==> config.mk <==
export PLATFORM = sky130hd
export DESIGN_NAME = fetch_decode_stage
export DESIGN_NICKNAME = d
export VERILOG_FILES = /design/src/rtl/cpu_types_pkg.sv /design/src/rtl/control_decoder.sv /design/src/rtl/fetch_decode_stage.sv
export SDC_FILE = /design/constraint.sdc
export NUM_CORES = 1
export LEC_CHECK = 0
export ABC_AREA = 1
export CORE_AREA = 2 2 177 179
export DETAILED_ROUTE_END_ITERATION = 12
export DIE_AREA = 0 0 179 181
export PLACE_DENSITY = 0.53
export SLEW_MARGIN = 20
export SYNTH_ARGS = -nofsm -noshare
export SYNTH_HDL_FRONTEND = slang
export SYNTH_HIERARCHICAL = 1
export SYNTH_SLANG_ARGS = --single-unit
==> constraint.sdc <==
create_clock -name CLK -period 3.25 [get_ports CLK]
set_clock_uncertainty 0.1 [all_clocks]
set_input_delay 0.65 -clock CLK [delete_from_list [all_inputs] [get_ports CLK]]
set_output_delay 0.65 -clock CLK [all_outputs]
set_load 0.005 [all_outputs]
==> src/rtl/cpu_types_pkg.sv <==
// Shared MIPS decode types: opcodes, functs, ALU ops, packed control word and jump classes.
package cpu_types_pkg;

  typedef enum logic [5:0] {
    OP_RTYPE = 6'h00,
    OP_J     = 6'h02,
    OP_JAL   = 6'h03,
    OP_BEQ   = 6'h04,
    OP_BNE   = 6'h05,
    OP_ADDI  = 6'h08,
    OP_ADDIU = 6'h09,
    OP_SLTI  = 6'h0A,
    OP_SLTIU = 6'h0B,
    OP_ANDI  = 6'h0C,
    OP_ORI   = 6'h0D,
    OP_XORI  = 6'h0E,
    OP_LUI   = 6'h0F,
    OP_LW    = 6'h23,
    OP_SW    = 6'h2B,
    OP_HALT  = 6'h3F
  } opcode_t;

  typedef enum logic [5:0] {
    FN_SLL  = 6'h00,
    FN_JR   = 6'h08,
    FN_ADD  = 6'h20,
    FN_ADDU = 6'h21,
    FN_SUB  = 6'h22,
    FN_SUBU = 6'h23,
    FN_AND  = 6'h24,
    FN_OR   = 6'h25,
    FN_XOR  = 6'h26,
    FN_SLT  = 6'h2A
  } funct_t;

  typedef enum logic [3:0] {
    ALU_ADD   = 4'd0,
    ALU_SUB   = 4'd1,
    ALU_AND   = 4'd2,
    ALU_OR    = 4'd3,
    ALU_XOR   = 4'd4,
    ALU_SLT   = 4'd5,
    ALU_SLTU  = 4'd6,
    ALU_RTYPE = 4'd7
  } aluop_t;

  typedef enum logic [1:0] {
    JMP_NONE = 2'd0,
    JMP_J    = 2'd1,
    JMP_JR   = 2'd2
  } jump_t;

  typedef struct packed {
    logic   regwrite;
    logic   memread;
    logic   memwrite;
    logic   alusrc;
    logic   regdst;
    aluop_t aluop;
    logic   branch_eq;
    logic   branch_ne;
    logic   link;
    logic   lui;
  } ctrl_t;

  localparam logic [5:0] HALT_OPCODE = 6'b111111;
  localparam logic [5:0] JR_FUNCT    = 6'b001000;

endpackage

==> src/rtl/control_decoder.sv <==
// Combinational opcode/funct decode into the control word, register-use flags and jump class.
module control_decoder
  import cpu_types_pkg::*;
(
  input  logic [5:0] opcode,
  input  logic [5:0] funct,
  output ctrl_t      ctrl,
  output logic       uses_rs,
  output logic       uses_rt,
  output jump_t      jump_class
);

  always_comb begin
    ctrl       = '0;
    uses_rs    = 1'b1;
    uses_rt    = 1'b0;
    jump_class = JMP_NONE;
    case (opcode_t'(opcode))
      OP_RTYPE: begin
        uses_rt = 1'b1;
        if (funct == JR_FUNCT) begin
          jump_class = JMP_JR;
        end else begin
          ctrl.regwrite = 1'b1;
          ctrl.regdst   = 1'b1;
          ctrl.aluop    = ALU_RTYPE;
        end
      end
      OP_J: begin
        uses_rs    = 1'b0;
        jump_class = JMP_J;
      end
      OP_JAL: begin
        uses_rs       = 1'b0;
        jump_class    = JMP_J;
        ctrl.regwrite = 1'b1;
        ctrl.link     = 1'b1;
      end
      OP_BEQ: begin
        uses_rt        = 1'b1;
        ctrl.branch_eq = 1'b1;
        ctrl.aluop     = ALU_SUB;
      end
      OP_BNE: begin
        uses_rt        = 1'b1;
        ctrl.branch_ne = 1'b1;
        ctrl.aluop     = ALU_SUB;
      end
      OP_ADDI, OP_ADDIU: begin
        ctrl.regwrite = 1'b1;
        ctrl.alusrc   = 1'b1;
        ctrl.aluop    = ALU_ADD;
      end
      OP_SLTI:  begin ctrl.regwrite = 1'b1; ctrl.alusrc = 1'b1; ctrl.aluop = ALU_SLT;  end
      OP_SLTIU: begin ctrl.regwrite = 1'b1; ctrl.alusrc = 1'b1; ctrl.aluop = ALU_SLTU; end
      OP_ANDI:  begin ctrl.regwrite = 1'b1; ctrl.alusrc = 1'b1; ctrl.aluop = ALU_AND;  end
      OP_ORI:   begin ctrl.regwrite = 1'b1; ctrl.alusrc = 1'b1; ctrl.aluop = ALU_OR;   end
      OP_XORI:  begin ctrl.regwrite = 1'b1; ctrl.alusrc = 1'b1; ctrl.aluop = ALU_XOR;  end
      OP_LUI: begin
        uses_rs       = 1'b0;
        ctrl.regwrite = 1'b1;
        ctrl.alusrc   = 1'b1;
        ctrl.lui      = 1'b1;
      end
      OP_LW: begin
        ctrl.regwrite = 1'b1;
        ctrl.memread  = 1'b1;
        ctrl.alusrc   = 1'b1;
      end
      OP_SW: begin
        uses_rt       = 1'b1;
        ctrl.memwrite = 1'b1;
        ctrl.alusrc   = 1'b1;
      end
      OP_HALT: uses_rs = 1'b0;
      // Unknown opcodes decode to an all-zero control word and behave as NOPs.
      default: ctrl = '0;
    endcase
  end

endmodule

==> src/rtl/fetch_decode_stage.sv <==
// IF/ID pipeline register with decode, load-use detection, jump resolution and sticky halt.
// Decode is combinational from the latched instruction; stall/flush/halt freeze or squash the latch.
module fetch_decode_stage
  import cpu_types_pkg::*;
#(
  parameter logic [31:0] PC_INIT   = 32'h0,
  parameter logic [31:0] NOP_INSTR = 32'h0,
  parameter logic [5:0]  HALT_OP   = 6'b111111
) (
  input  logic        CLK,
  input  logic        RST,
  input  logic [31:0] if_instr,
  input  logic [31:0] if_pc,
  input  logic [31:0] if_pp4,
  input  logic        if_valid,
  input  logic        mem_stall,
  input  logic        flush,
  input  logic        idex_memread,
  input  logic [4:0]  idex_rt,
  input  logic [31:0] rf_rdat1,
  input  logic [31:0] rf_rdat2,
  output logic [4:0]  rf_rsel1,
  output logic [4:0]  rf_rsel2,
  output logic        id_valid,
  output logic [31:0] id_pc,
  output logic [31:0] id_pp4,
  output logic [5:0]  id_opcode,
  output logic [4:0]  id_rs,
  output logic [4:0]  id_rt,
  output logic [4:0]  id_rd,
  output logic [4:0]  id_shamt,
  output logic [5:0]  id_funct,
  output logic [31:0] id_imm_ext,
  output logic [31:0] id_rdat1,
  output logic [31:0] id_rdat2,
  output ctrl_t       id_ctrl,
  output logic        load_use,
  output logic [1:0]  jump_sig,
  output logic [31:0] jump_add,
  output logic [31:0] jump_jr,
  output logic        halt
);

  logic [31:0] instr_q, instr_d;
  logic [31:0] pc_q, pc_d;
  logic [31:0] pp4_q, pp4_d;
  logic        valid_q, valid_d;
  logic        halt_q, halt_d;

  ctrl_t dec_ctrl;
  logic  uses_rs, uses_rt;
  jump_t jump_class;
  logic  zero_ext;

  control_decoder u_control_decoder (
    .opcode     (instr_q[31:26]),
    .funct      (instr_q[5:0]),
    .ctrl       (dec_ctrl),
    .uses_rs    (uses_rs),
    .uses_rt    (uses_rt),
    .jump_class (jump_class)
  );

  always_comb begin
    id_opcode  = instr_q[31:26];
    id_rs      = instr_q[25:21];
    id_rt      = instr_q[20:16];
    id_rd      = instr_q[15:11];
    id_shamt   = instr_q[10:6];
    id_funct   = instr_q[5:0];
    rf_rsel1   = id_rs;
    rf_rsel2   = id_rt;
    id_rdat1   = rf_rdat1;
    id_rdat2   = rf_rdat2;
    id_valid   = valid_q;
    id_pc      = pc_q;
    id_pp4     = pp4_q;
    halt       = halt_q;
    zero_ext   = (id_opcode == OP_ANDI) || (id_opcode == OP_ORI) || (id_opcode == OP_XORI);
    id_imm_ext = zero_ext ? {16'h0, instr_q[15:0]} : {{16{instr_q[15]}}, instr_q[15:0]};

    load_use = valid_q && idex_memread && (idex_rt != 5'd0) &&
               (((idex_rt == id_rs) && uses_rs) || ((idex_rt == id_rt) && uses_rt));

    id_ctrl  = valid_q ? dec_ctrl : '0;
    // A JR must not redirect fetch until its rs value is out of the load shadow.
    jump_sig = (valid_q && !load_use) ? jump_class : JMP_NONE;
    jump_add = {pp4_q[31:28], instr_q[25:0], 2'b00};
    jump_jr  = rf_rdat1;
  end

  always_comb begin
    instr_d = instr_q;
    pc_d    = pc_q;
    pp4_d   = pp4_q;
    valid_d = valid_q;
    halt_d  = halt_q;
    if (halt_q || mem_stall) begin
      // frozen
    end else begin
      if (valid_q && (id_opcode == HALT_OP) && !flush) begin
        halt_d = 1'b1;
      end
      if (flush) begin
        instr_d = NOP_INSTR;
        valid_d = 1'b0;
      end else if (load_use) begin
        // hold until ID/EX has inserted its bubble
      end else if (if_valid) begin
        instr_d = if_instr;
        pc_d    = if_pc;
        pp4_d   = if_pp4;
        valid_d = 1'b1;
      end else begin
        instr_d = NOP_INSTR;
        valid_d = 1'b0;
      end
    end
  end

  always_ff @(posedge CLK) begin
    if (RST) begin
      instr_q <= NOP_INSTR;
      pc_q    <= PC_INIT;
      pp4_q   <= 32'h0;
      valid_q <= 1'b0;
      halt_q  <= 1'b0;
    end else begin
      instr_q <= instr_d;
      pc_q    <= pc_d;
      pp4_q   <= pp4_d;
      valid_q <= valid_d;
      halt_q  <= halt_d;
    end
  end

endmodule

==> metrics.csv <==
stage,metric,value,unit
status,status,finished clean,
drt,firstDrtPassIters,4,
grt,grt_overflow,0,
sta,finalCritPeriodShare,0.9403,
setup_path,start_kind,primary input,
synth,syn-instance-count,777,
cts,clk_pin_slew,70,ps
power_and_ir_drop,seqPwrFrac,0.454,
synth,yosysSeqAreaShare,0.3358,
setup_path,crit_fanout,5,
power_and_ir_drop,p_clk_frac,0.380,
synth,synth_cell_types,26,
grt,grt_usage,0.1216,
place,dpl.hpwl,14710,um
synth,synth_commonest_cells,"175 x buf_4, 116 x nand2_1, 113 x nand3_1",
power_and_ir_drop,peakVddDrop,0.1798,mV
synth,ys_top_cells_by_area,"dfxtp_1 34%, buf_4 22%, nand3_1 9.7%",
grt,grt_max_degree,66,
setup_path,cp_cell_sequence,"clkdlybuf4s50_1, inv_2, nand2_1, nand2_1, nor2_1, nand3_1, nand2_2, nand2_4, nand2_1, nor2_1, clkdlybuf4s50_1",
drt,viasPerCell,4.035,
synth,yosysMostFrequentCell,buf_4,
synth,synth_warnings,6,
cts,cts_root_buffer,clkbuf_16,
run,maxCapViolations,0,
place,dp_slack,115.4,ps
drt,vias,5193,
finish,diodes,0,
setup_path,cp_slowest_cell,clkdlybuf4s50_1,
sta,finalHoldViolCount,0,
power_and_ir_drop,swShare,0.2499,
synth,netlist.area_leader.share,0.3358,
floorplanning,die_x,179,um
sta,worst_slack,193.9,ps
hold_path,worstHoldPathType,reg -> reg,
cts,cts_buffers,9,
finish,nNetsFinal,1058,
power_and_ir_drop,power,2.787,mW
floorplanning,initial_utilization,0.1925,
sta,fmax,0.3272,GHz
synth,async_flop_share,0,
floorplanning,die-area,32400,um^2
power_and_ir_drop,combPwrFrac,0.166,
sta,slew_headroom,0.6048,
setup_path,worst_path_most_repeated_cell,nand2_1,
sta,setup_viol,0,
grt,antenna_found_initial,1,
setup_path,max_stage_delay,520,ps
drt,wl_per_cell,15.56,um
synth,synth_area,5843,um^2
cts,cts.sinks,98,
power_and_ir_drop,p_int,2.091,mW
floorplanning,pin_count,455,
grt,grt_pass1_wl,30350,um
floorplanning,die_h,181,um
synth,synth-seq-cells,98,
sta,tightest_slew,592.7,ps
place,port_buffers,291,
sta,min_period,3056,ps
floorplanning,core-area,30350,um^2
synth,avgSynthCellArea,7.520,um^2
finish,area_delta_synth_final,41.58,%
setup_path,crit_required,2500,ps
synth,synth_edf_count,0,
power_and_ir_drop,p_leak,2.988,nW
setup_path,cp.arrival,2310,ps
power_and_ir_drop,power_density,336.9,nW/um^2
cts,clk_path_buf_depth,2,
cts,postCtsHoldBufs,0,
place,gp_congestion,0.8083,
power_and_ir_drop,switchingPower,0.6964,mW
grt,grt_pass1_vias,5169,
cts,clock_latency,350,ps
cts,cts_tree,yes,
floorplanning,rows,64,
drt,drt_iter0_drc,230,
setup_path,endpoint_kind,output port,
synth,yosysTopAreaCell,dfxtp_1,
setup_path,critical_path_class,in -> out,
drt,antenna_left,0,
synth,synth_ff_type,dfxtp_1,
sta,slew_viol_final,0,
drt,drc,0,
sta,whs,360.4,ps
finish,layout-drive-gt1-share,0.1627,
drt,wl,20020,um
cts,htreeDepth,3,
worst max-delay path, delay by kind of cell:
family | cells | cell delay, ps
buffers and inverters | 3 | 1030
and+or+nand+nor | 8 | 630
timing repair:
item	in CTS	in global routing
pin swaps	0	1
endpoints found under the setup margin	3	3
endpoints found under the hold margin	0	0
resized for setup	4	18
buffers inserted	0	3
final cells by class:
| class | instances | area [um^2] |
|---|---|---|
| flip-flops and latches | 98 | 1976 |
| clock buffers | 14 | 274.0 |
| repair buffers | 312 | 3129 |
| multi-input cells | 416 | 2202 |
| clock inverters | 1 | 8.758 |
| well taps | 396 | 495.5 |
| inverters | 50 | 187.7 |
| fillers | 3341 | 22080 |
cell usage in the layout, fill, tap and decap left out, drive strengths merged:
master,instances
clkinv,1
o41ai,1
nand3,114
a21oi,97
clkbuf,14
dfxtp,98
nor4,1
nor2,32
nand4,4
inv,50
buf,22
dlymetal6s2s,3
nand2,160
conb,3
nor3,3
clkdlybuf4s50,287
and3,1
stage by stage:
step | cells | utilization | cell area, um^2 | setup TNS (ps)
after global routing | 1287 | 0.2726 | 8273 | -17.74
after CTS | 1284 | 0.2702 | 8200 | 0
final | 1287 | 0.2726 | 8273 | 0
after floorplan | 778 | - | 5847 | 0
after global placement | 1269 | 0.2607 | 7913 | 0
after detailed placement | 1269 | 0.2607 | 7913 | 0
power by group through the flow:
stage | registers (mW) | logic, mW | clock network (mW)
floorplan | 1.29 | 0.291 | 0
global placement | 1.29 | 0.466 | 0
detailed placement | 1.30 | 0.468 | 0
CTS | 1.27 | 0.470 | 1.13
global route | 1.27 | 0.504 | 1.16
finish | 1.27 | 0.462 | 1.06
per-layer routing:
| metal | GRT usage | part of all wire | wire length, um |
|---|---|---|---|
| met5 | 0 | 0.00070 | 14 |
| met4 | 0.04650 | 0.025 | 507 |
| met3 | 0.04377 | 0.087 | 1745 |
| met2 | 0.2018 | 0.47 | 9459 |
| met1 | 0.1419 | 0.41 | 8294 |
cell families (layout without fill, tap and decap cells):
| group | Yosys count | in the layout | synth area share |
|---|---|---|---|
| DFF | 98 | 98 | 0.3358 |
| AOI/OAI and AO/OA | 98 | 98 | 0.1103 |
| other | 2 | 3 | 0.001285 |
| and+or+nand+nor | 315 | 315 | 0.2578 |
| buffers and inverters | 264 | 377 | 0.2949 |
state kept, by name, indices dropped and copies added, names as in the netlist:
signal and flops:
id_pc 32, instr_q 32, id_pp4 32, halt 1, id_valid 1
final timing paths:
check / slack [ps] / cells after the start / start / to
worst max-delay path: 190 / 11 / idex_rt[3] / jump_sig[0]
worst min-delay path: 360 / 2 / id_pc[5] / id_pc[5]
worst max register to register: 850 / 14 / instr_q[29] / id_pp4[30]
worst min register to register: 360 / 2 / id_pc[5] / id_pc[5]
Power figures use the tool's default switching activity.
